### src/rtl/rle_pkg.sv
`default_nettype none
// ============================================================================
// rle_pkg : shared types and helpers for the run-length encoder
// Rev 1.0 : initial release
// ============================================================================
package rle_pkg;

  localparam int RLE_SDW = 32;

  typedef enum logic {
    TAG_DATA = 1'b0,
    TAG_CNT  = 1'b1
  } rle_tag_e;

  // Tagged output word at the default sample width.
  typedef struct packed {
    rle_tag_e             tag;
    logic [RLE_SDW-1:0]   payload;
  } rle_word_t;

  function automatic logic [63:0] rle_cmax(input int rcw);
    return (64'd1 << rcw) - 64'd1;
  endfunction

endpackage
`default_nettype wire

### src/rtl/str_reg.sv
`default_nettype none
// ============================================================================
// str_reg : single-entry registered stream stage with load/free interface
// Rev 1.0 : initial release
// ============================================================================
module str_reg #(
  parameter int W = 33
) (
  input  logic         clk,
  input  logic         rst,
  input  logic         load,
  input  logic [W-1:0] din,
  output logic         free,
  output logic [W-1:0] dout,
  output logic         dvalid,
  input  logic         dready
);

  logic         r_valid;
  logic [W-1:0] r_data;

  assign free   = !r_valid || dready;
  assign dout   = r_data;
  assign dvalid = r_valid;

  // A load is only honoured when the stage is free, so held data never changes.
  always_ff @(posedge clk) begin
    if (rst) begin
      r_valid <= 1'b0;
      r_data  <= '0;
    end else if (free) begin
      r_valid <= load;
      if (load) begin
        r_data <= din;
      end
    end
  end

endmodule
`default_nettype wire

### src/rtl/rle_enc.sv
`default_nettype none
// ============================================================================
// rle_enc : run-length encoder (data word on first value, count word on repeats)
// Rev 1.0 : initial release
// ============================================================================
module rle_enc
  import rle_pkg::*;
#(
  parameter int SDW = 32,
  parameter int RCW = 16
) (
  input  logic           clk,
  input  logic           rst,
  input  logic           cfg_ena,
  input  logic           flush,
  input  logic [SDW-1:0] sti_tdata,
  input  logic           sti_tvalid,
  output logic           sti_tready,
  output logic [SDW:0]   sto_tdata,
  output logic           sto_tvalid,
  input  logic           sto_tready
);

  localparam logic [RCW-1:0] CMAX = RCW'(rle_cmax(RCW));

  logic           w_free;
  logic           w_accept;
  logic           w_load;
  logic [SDW:0]   w_word;

  logic           r_held;
  logic           r_pend;
  logic [SDW-1:0] r_val;
  logic [RCW-1:0] r_cnt;

  logic           w_held_nx;
  logic           w_pend_nx;
  logic [SDW-1:0] w_val_nx;
  logic [RCW-1:0] w_cnt_nx;

  assign sti_tready = !rst && w_free && !r_pend && !flush;
  assign w_accept   = sti_tvalid && sti_tready;

  // Priority: owed data word, then flush, then the incoming sample.
  always_comb begin
    w_load    = 1'b0;
    w_word    = '0;
    w_held_nx = r_held;
    w_pend_nx = r_pend;
    w_val_nx  = r_val;
    w_cnt_nx  = r_cnt;
    if (!cfg_ena) begin
      if (w_accept) begin
        w_load = 1'b1;
        w_word = {TAG_DATA, sti_tdata};
      end
    end else if (r_pend) begin
      if (w_free) begin
        w_load    = 1'b1;
        w_word    = {TAG_DATA, r_val};
        w_pend_nx = 1'b0;
      end
    end else if (flush) begin
      if (w_free && r_held) begin
        if (r_cnt != '0) begin
          w_load = 1'b1;
          w_word = {TAG_CNT, SDW'(r_cnt)};
        end
        w_cnt_nx  = '0;
        w_held_nx = 1'b0;
      end
    end else if (w_accept) begin
      if (!r_held) begin
        w_load    = 1'b1;
        w_word    = {TAG_DATA, sti_tdata};
        w_held_nx = 1'b1;
        w_val_nx  = sti_tdata;
        w_cnt_nx  = '0;
      end else if (sti_tdata == r_val) begin
        if (r_cnt != CMAX) begin
          w_cnt_nx = r_cnt + 1'b1;
        end else begin
          // Saturated run: emit the full count, this sample starts the next one.
          w_load   = 1'b1;
          w_word   = {TAG_CNT, SDW'(CMAX)};
          w_cnt_nx = RCW'(1);
        end
      end else if (r_cnt == '0) begin
        w_load   = 1'b1;
        w_word   = {TAG_DATA, sti_tdata};
        w_val_nx = sti_tdata;
      end else begin
        w_load    = 1'b1;
        w_word    = {TAG_CNT, SDW'(r_cnt)};
        w_val_nx  = sti_tdata;
        w_cnt_nx  = '0;
        w_pend_nx = 1'b1;
      end
    end
  end

  always_ff @(posedge clk) begin
    if (rst) begin
      r_held <= 1'b0;
      r_pend <= 1'b0;
      r_val  <= '0;
      r_cnt  <= '0;
    end else begin
      r_held <= w_held_nx;
      r_pend <= w_pend_nx;
      r_val  <= w_val_nx;
      r_cnt  <= w_cnt_nx;
    end
  end

  str_reg #(
    .W (SDW + 1)
  ) u_out (
    .clk    (clk),
    .rst    (rst),
    .load   (w_load),
    .din    (w_word),
    .free   (w_free),
    .dout   (sto_tdata),
    .dvalid (sto_tvalid),
    .dready (sto_tready)
  );

endmodule
`default_nettype wire

### config.mk
export PLATFORM = sky130hd
export DESIGN_NAME = rle_enc
export DESIGN_NICKNAME = d
export VERILOG_FILES = /design/src/rtl/rle_pkg.sv /design/src/rtl/str_reg.sv /design/src/rtl/rle_enc.sv
export SDC_FILE = /design/constraint.sdc
export NUM_CORES = 1
export LEC_CHECK = 0
export CAP_MARGIN = 20
export CORE_AREA = 2 2 113 115
export CTS_CLUSTER_SIZE = 40
export DETAILED_ROUTE_END_ITERATION = 12
export DIE_AREA = 0 0 115 117
export HOLD_SLACK_MARGIN = 0.12
export SKIP_CTS_REPAIR_TIMING = 1
export SLEW_MARGIN = 0
export SYNTH_ARGS = -nofsm -noshare
export SYNTH_HDL_FRONTEND = slang
export SYNTH_SLANG_ARGS = --single-unit
### constraint.sdc
create_clock -name clk -period 2.1 [get_ports clk]
set_input_delay 0.42 -clock clk [delete_from_list [all_inputs] [get_ports clk]]
set_output_delay 0.42 -clock clk [all_outputs]
set_load 0.01 [all_outputs]
# [Word level (Yosys, flattened, before mapping)]
# Cells that the tools add are included.
[op_classes] add_sub_neg=1 n_bitwise=2 reduce_logical=17 n_mux=41 eq_ne=5
[op_table] op="33-bit two-way mux" count=10
[op_table] op="16-bit two-way mux" count=7
[op_table] op="32-bit two-way mux" count=3
[op_table] op="32-bit equality test" count=1
[op_table] op="1-bit two-way mux" count=21
[op_table] op="16-bit by 1-bit adder with 16-bit output, second input constant" count=1
[op_table] op="16-bit logical NOT" count=1
[op_table] op="16-bit inequality test, second input constant" count=1
[op_table] op="16-bit nonzero test" count=1
[op_table] op="5-bit AND reduction" count=2
[op_table] op="1-bit logical AND" count=5
[op_table] op="1-bit logical NOT" count=4
[op_table] op="4-bit inequality test, second input constant" count=1
[op_table] op="4-bit AND reduction" count=1
[op_table] op="2-bit by 1-bit inequality test with 1-bit output, second input constant" count=1
[op_table] op="2-bit inequality test, second input constant" count=1
[op_table] op="1-bit inverter" count=2
[op_table] op="2-bit AND reduction" count=1
[op_table] op="2-bit nonzero test" count=1
[op_table] op="1-bit logical OR" count=1
[totals] elab_cells=72 register_bits=84 output_inout_bits=35 input_bits=38

# [Depth between registers and ports, before layout]
# Gate-level depths: netlist of run 1.
[depth] word_depth=11 ltp_mapped=10

# [Hierarchy]
# Synthesis of run 1 repeated with hierarchy kept, for this count alone.
[hier_totals] cells_unflattened=589 hier_area_um2=5114.9
[by_module_without_submodules] module="rle_enc" cells_per_inst=434 area_per_inst_um2=3493.4 seq_area_each_um2=1001.0 n_inst=1
[by_module_without_submodules] module="str_reg" cells_per_inst=155 area_per_inst_um2=1621.6 seq_area_each_um2=680.7 n_inst=1

# [Worst setup path before layout of run 1]
# Ideal clock, no wire load.
[synth_path] kind="in2reg" startpoint="input sto_tready" endpoint="register u_out.r_data[14] (netlist: u_out.dout[14])" cell_stages=10 setup_time_ps=88 required_time_ps=2012 arrival_time_ps=2043 setup_slack_ps=-32 path_cell_list="nand2b_1 -> buf_2 -> and4_1 -> buf_4 -> a211oi_2 -> nand4_2 -> and2_1 -> buf_6 -> buf_6 -> a311oi_2"
[synth_via] elab_chain_len=10 elab_cells_between_ends=20
[synth_rtl] item="start, declared" line_no="rle_enc.sv:21" rtl="input logic sto_tready"
[synth_rtl] item="1-bit logical OR *" line_no="str_reg.sv:22" rtl="assign free = !r_valid || dready;"
[synth_rtl] item="1-bit logical AND (3 in series)" line_no="rle_enc.sv:41" rtl="assign sti_tready = !rst && w_free && !r_pend && !flush;"
[synth_rtl] item="1-bit logical AND" line_no="rle_enc.sv:42" rtl="assign w_accept = sti_tvalid && sti_tready;"
[synth_rtl] item="1-bit two-way mux" line_no="rle_enc.sv:72" rtl="end else if (w_accept) begin"
[synth_rtl] item="1-bit two-way mux" line_no="rle_enc.sv:63" rtl="end else if (flush) begin"
[synth_rtl] item="1-bit two-way mux" line_no="rle_enc.sv:57" rtl="end else if (r_pend) begin"
[synth_rtl] item="1-bit two-way mux" line_no="rle_enc.sv:52" rtl="if (!cfg_ena) begin"
[synth_rtl] item="2-bit AND reduction (no source line)"
[synth_rtl] item="end signal, assigned" line_no="str_reg.sv:34" rtl="r_data <= din;"
[synth_rtl] item="end, declared" line_no="str_reg.sv:20" rtl="logic [W-1:0] r_data;"
# Mark *: on every way between the ends. The rest lies on a longest branch, timed or not.
# A chain may end at the register's enable or synchronous reset.

# [Worst setup path in the final report of run 1]
[layout_path] startpoint="register r_val[21]" endpoint="register u_out.r_data[12] (netlist: u_out.dout[12])"
[layout_via] elab_chain_len=8 elab_cells_between_ends=14
[layout_rtl] item="start, declared" line_no="rle_enc.sv:33" rtl="logic [SDW-1:0] r_val;"
[layout_rtl] item="start signal, assigned" line_no="rle_enc.sv:111" rtl="r_val <= w_val_nx;"
[layout_rtl] item="32-bit equality test *" line_no="rle_enc.sv:79" rtl="end else if (sti_tdata == r_val) begin"
[layout_rtl] item="1-bit two-way mux" line_no="rle_enc.sv:79"
[layout_rtl] item="1-bit two-way mux" line_no="rle_enc.sv:73" rtl="if (!r_held) begin"
[layout_rtl] item="1-bit two-way mux" line_no="rle_enc.sv:72"
[layout_rtl] item="1-bit two-way mux" line_no="rle_enc.sv:63"
[layout_rtl] item="1-bit two-way mux" line_no="rle_enc.sv:57"
[layout_rtl] item="1-bit two-way mux" line_no="rle_enc.sv:52"
[layout_rtl] item="2-bit AND reduction (no source line)"
# Marked as above.

==> results.yml, run 1 <==
routing:
  drc: 0
  vias_per_cell: 5.94
  first_pass_iters: 5
  drt_iter0_drc: 418
  routedWlPerCell_um: 20.0
  ant_nets: 0
  dr_total_vias: 5384
  drt_wl_total_mm: 18.1
setup_path:
  crit_type: "reg -> reg"
  start_kind: "flip-flop"
  path_max_fanout: 6
  critPathCaptureType: "flip-flop"
  crit_arrival_ns: 2.43
  cp_data_required_time_ns: 2.31
yosys:
  yosys_warnings: 0
  synth_area_per_cell_um2: 8.49
  synth_top_family_by_area: "compound AO/OA/AOI/OAI gates"
  postSynthCellCount: 560
  synthSimpleGateAreaFrac_pct: 18.5
  ys_top_cells_by_area: "dfxtp_1, mux2i_1, xor2_1, a21oi_1, nand2_1"
  synthXorXnorAreaFrac_pct: 7.36
  synth_cell_types: 60
  yosysMostFrequentCell: "dfxtp_1"
  synth-edff-count: 0
  synth_compound_area_share_pct: 25.5
  syn_nets: 600
  netlist.area_leader.share_pct: 35.3
  muxShareOfSynthArea_pct: 6.73
  yosys-top-cells-count: "dfxtp_1, nand2_1, nor2_1"
  synthFlopType: "dfxtp_1"
  ys_ff_latch: 84
  yosys.area_share.adder_pct: 0.526
  synth.largest_area_cell: "dfxtp_1"
  synth_seq_area_share_pct: 35.3
  async_reset_ff_share_pct: 0
  netlist_area_um2: 4760
sta:
  whs_ns: 0.414
  slew_headroom_pct: 53.1
  hold_viol_final: 0
  setup_violations: 60
  tns_ns: -3.44
  final.setup_skew_ns: 0.0116
  fin_ws_ns: -0.118
  period_needed_ns: 2.22
  grt_setup_unrepaired: "yes"
  max_freq_ghz: 0.451
  finalCritPeriodShare_pct: 106
  worstMarginPinSlew_ns: 0.703
  maxSlewViolCount: 0
pwr:
  p_per_area_nw_per_um2: 494
  irDropWorstVdd_mv: 0.296
  leakage_nw: 3.12
  p_int_mw: 2.77
  share_seq_of_total_power_pct: 43.6
  p_sw_share_pct: 28.1
  switching_power_mw: 1.08
  p_clk_share_pct: 40.1
  share_comb_of_total_power_pct: 16.2
die:
  dieArea_um2: 13500
  core_um2: 12300
  io_pins: 73
  start_util_pct: 38.6
  rows: 41
  die_h_um: 117
  die_w_um: 115
cells_and_area:
  drive_above_1_share_pct: 37.0
  nNetsFinal: 791
  fillers: 1027
  num_antenna_cells: 0
  area_growth_pct: 63.6
placement:
  hpwl_mm: 11.4
  port_buffers: 72
  place_congestion: 0.907
global_routing:
  grt_max_degree: 54
  grt_overflow: 0
  grt_first_pass_wirelength_mm: 24.9
  grt_usage_pct: 24.0
  grt_pass1_vias: 4838
  antenna_found_initial: 0
cts:
  clock-root-buffer: "clkbuf_16"
  numCtsBuffers: 9
  clockBufferDepth: 2
  cts_tree: "yes"
  clock_sinks: 84
  clk_pin_slew_ns: 0.07
  htree_num_levels: 3
  clk-insertion-delay-late_ns: 0.36
run:
  max_cap_viol_count: 0
status:
  status: "complete, but fails checks"
  violations: "negative setup slack"
hold_path:
  min_path_type: "in -> reg"
## final cells by class
class / count / area, um2 / share of cell area (%)
clock buffer: 9 / 225 / 2.89
clock inverter: 7 / 50.0 / 0.643
inverter: 7 / 26.3 / 0.338
multi-input combinational: 423 / 3380 / 43.4
sequential: 84 / 1690 / 21.7
tap: 150 / 188 / 2.41
timing repair buffer: 226 / 2230 / 28.7
## flip-flops by register name, indices dropped and copies added, names as in the netlist
signal,cells
r_held,1
r_val,32
r_pend,1
r_cnt,16
u_out.dout,33
u_out.dvalid,1
## layer usage
metal / track usage (%) / wire [um] / vias to the layer above
li1: - / - / 2477
met1: 33.1 / 8040 / 2616
met2: 37.4 / 8080 / 241
met3: 2.99 / 1240 / 50
met4: 11.7 / 717 / 0
met5: 0 / 0 / -
## final timing paths
check / start / end / slack, ns / cells after the start
hold reg to reg: u_out.dout[32]$_SDFFE_PP0P_ / u_out.dout[32]$_SDFFE_PP0P_ / 0.52 / 1
setup / recovery: r_val[21]$_SDFFE_PP0P_ / u_out.dout[12]$_SDFFE_PP0P_ / -0.12 / 10
setup reg to reg: r_val[21]$_SDFFE_PP0P_ / u_out.dout[12]$_SDFFE_PP0P_ / -0.12 / 10
hold / removal: sti_tdata[31] / r_val[31]$_SDFFE_PP0P_ / 0.41 / 3
## cell usage in the layout (no fill, tap or decap), types with 3 or more instances in the layout
cell type and count:
a311oi_1 7, and3_1 4, a311oi_2 25, xor2_1 26, buf_6 8, a32oi_1 12, buf_4 127, buf_12 13
a211oi_4 3, o21ai_1 3, and2_4 4, nor2_1 52, o21ai_0 18, dlymetal6s2s_1 33, dfxtp_2 4, dfxtp_1 80
clkbuf_16 13, a21oi_1 19, o211ai_1 16, nor3_1 6, nand4_1 8, clkinvlp_4 3, xor2_2 9, a21oi_2 20
clkdlybuf4s50_1 38, xnor2_1 5, a221oi_1 4, a222oi_1 3, nand2_1 54, nand3_1 13, a21oi_4 5, inv_1 6
or3_1 3, a31oi_1 13, mux2i_1 32, and2_1 3, nor4_2 8
## metrics by stage
step | setup WS [ns] | utilization [%] | cells | total power [mW] | cell area, um2
after floorplan | 0.0470 | - | 560 | 1.93 | 4760
after CTS | -0.531 | 55.2 | 877 | 3.76 | 6800
after global placement | -0.788 | 53.0 | 861 | 2.24 | 6520
final | -0.118 | 63.2 | 906 | 3.85 | 7780
after detailed placement | -0.881 | 53.0 | 861 | 2.25 | 6520
after global routing | -0.221 | 63.2 | 906 | 3.96 | 7780
## worst max-delay path, cell delays in order, from the launching register on
cell	delay (ns)
dfxtp_2	0.34
xor2_2	0.18
nor4_2	0.29
buf_4	0.15
and4_4	0.25
buf_6	0.14
nand4_4	0.13
buf_12	0.18
clkbuf_16	0.16
a21oi_1	0.19
a311oi_2	0.07
## power groups by stage
stage	registers [mW]	clock network, mW	logic, mW
detailed placement	1.71	0	0.542
finish	1.68	1.54	0.625
global placement	1.70	0	0.538
floorplan	1.72	0	0.210
CTS	1.67	1.54	0.545
global route	1.68	1.61	0.664
## kinds of logic after synthesis
group	count (synthesis)
flops	84
mux	32
compound gates	163
xor+xnor	40
buf+inv	59
simple gates	180
fa+ha+maj	2
No activity file was read; power rests on OpenSTA's default activity.
==> run 2, diff against run 1 <==
- REMOVE_ABC_BUFFERS: default -> 1
==> run 2 against run 1 <==
- the flow still finishes with violations (negative setup slack)
- clock skew shrank 0.0023 ns
- first-iteration DRC count down 3.8%
- count of clock-buffer cells in the layout increased by 6
- combinational power is essentially flat
- via count down 1.5%
- worst setup slack worse by 0.12 ns
- non-clock buffer count grew 10
- total power is 1.8% lower
- fmax down 5.3%
- critical endpoint is now u_out.dout[13]$_SDFFE_PP0P_
- largest cell class unchanged
- largest power group unchanged
==> results.yml, run 2 (synthesis results as in run 1) <==
routing:
  vias_per_cell: 5.82
  dr_total_vias: 5304
  wl_met1_mm: 7.35
  ant_nets: 0
  drt_wl_total_mm: 17.6
  drt_iter0_drc: 402
  first_pass_iters: 6
  top_layer_used: "met4"
  wl_met3_mm: 1.07
  drc: 0
  met2_length_mm: 8.69
  routedWlPerCell_um: 19.3
cts:
  clk_pin_slew_ns: 0.06
  clock-root-buffer: "clkbuf_16"
  htree_num_levels: 3
  clk-insertion-delay-late_ns: 0.35
  cts_tree: "yes"
  numCtsBuffers: 9
  clock_sinks: 84
  clockBufferDepth: 2
setup_path:
  crit_buf_inv: 1
  max_stage_delay_ns: 0.44
  cp_cell_sequence: "buf_6 > ha_4 > nand3_2 > or3_4 > nor4_4 > nand4_1 > and3_4 > a311oi_2"
  crit_cells: 8
  start_kind: "flip-flop"
  r2r_slack_ns: -0.24
  cp_data_required_time_ns: 2.36
  crit_type: "reg -> reg"
  r2r-start: "r_cnt[0]$_SDFFE_PP0P_"
  critical_path.slowest_cell: "or3_4"
  crit_family: "simple AND/OR/NAND/NOR gates"
  r2r_cells: 8
  critPathCaptureType: "flip-flop"
  r2r-end: "u_out.dout[13]$_SDFFE_PP0P_"
  path_max_fanout: 7
  crit_arrival_ns: 2.61
cells_and_area:
  final_cell_area_um2: 7710
  stdcell_count: 911
  layout_common_cells: "buf_4, dfxtp_1, nand2_1"
  largest_reg_flops: 33
  num_antenna_cells: 0
  drive_above_1_share_pct: 34.3
  mostFrequentLayoutCell: "buf_4"
  fillers: 1021
  nNetsFinal: 796
  area_growth_pct: 62.0
  fin_util_pct: 62.6
hold_path:
  worstHoldStart: "sti_tdata[22]"
  min_path_type: "in -> reg"
  min_to: "r_val[22]$_SDFFE_PP0P_"
  whs_path_depth: 3
die:
  io_pins: 73
  die_w_um: 115
  core_um2: 12300
  dieArea_um2: 13500
  die_h_um: 117
  rows: 41
  start_util_pct: 38.6
global_routing:
  grt_first_pass_wirelength_mm: 25.2
  grt_overflow: 0
  antenna_found_initial: 0
  grt_usage_pct: 24.1
  grt_max_degree: 41
  grt_pass1_vias: 4874
pwr:
  irDropWorstVdd_mv: 0.408
  leakage_nw: 3.13
  p_per_area_nw_per_um2: 490
placement:
  postPlaceCellArea_um2: 6580
  port_buffers: 72
  placedCellCount: 875
  hpwl_mm: 11.7
  place_congestion: 0.937
sta:
  setup_violations: 81
  max_freq_ghz: 0.427
  whs_ns: 0.435
  grt_setup_unrepaired: "yes"
  fin_ws_ns: -0.242
  finalCritPeriodShare_pct: 112
  hold_viol_final: 0
  final.setup_skew_ns: 0.00932
  maxSlewViolCount: 0
  period_needed_ns: 2.34
  worstMarginPinSlew_ns: 0.511
  tns_ns: -8.57
  slew_headroom_pct: 65.9
status:
  violations: "negative setup slack"
  status: "complete, but fails checks"
run:
  max_cap_viol_count: 0
[run 2: report_power, final]
group          switching [mW]  internal, mW
registers              0.0315          1.64
logic                   0.299         0.323
clock network           0.648         0.837
total                   0.979          2.80
[run 2: final cells by class]
type / instances / area [um2] / share of cell area (%)
clock buffers: 15 / 258 / 3.34
multi-input cells: 418 / 3250 / 42.1
repair buffers: 236 / 2300 / 29.8
flip-flops and latches: 84 / 1690 / 21.9
well taps: 150 / 188 / 2.44
inverters: 7 / 26.3 / 0.341
clock inverters: 1 / 7.51 / 0.0974
[run 2: tightest hold or removal path, stage by stage]
cell,delay [ns]
dlymetal6s2s_1,0.15
mux2i_1,0.09
nor2_1,0.08
[run 2: worst max-delay path by stage]
stage / startpoint / slack [ns] / to
2_1_floorplan: r_cnt[0]$_SDFFE_PP0P_ / -1.47 / u_out.dout[14]$_SDFFE_PP0P_
3_3_place_gp: sti_tdata[1] / -0.99 / r_cnt[1]$_SDFFE_PP0P_
3_5_place_dp: sti_tdata[5] / -0.92 / u_out.dout[3]$_SDFFE_PP0P_
4_1_cts: sti_tdata[1] / -0.58 / r_cnt[1]$_SDFFE_PP0P_
5_1_grt: r_cnt[6]$_SDFFE_PP0P_ / -0.33 / u_out.dout[11]$_SDFFE_PP0P_
6_report: r_cnt[0]$_SDFFE_PP0P_ / -0.24 / u_out.dout[13]$_SDFFE_PP0P_
[run 2: metrics by stage]
stage | setup slack, ns | power (mW)
after detailed placement | -0.925 | 2.26
after global placement | -0.989 | 2.25
after global routing | -0.328 | 3.91
after floorplan | -1.47 | 1.89
after CTS | -0.577 | 3.73
final | -0.242 | 3.78
[run 2: layer usage]
layer | vias to the layer above | global-route usage [%]
met5 | - | 0
met4 | 0 | 8.92
met3 | 36 | 4.22
met2 | 219 | 41.2
met1 | 2570 | 30.6
li1 | 2479 | -
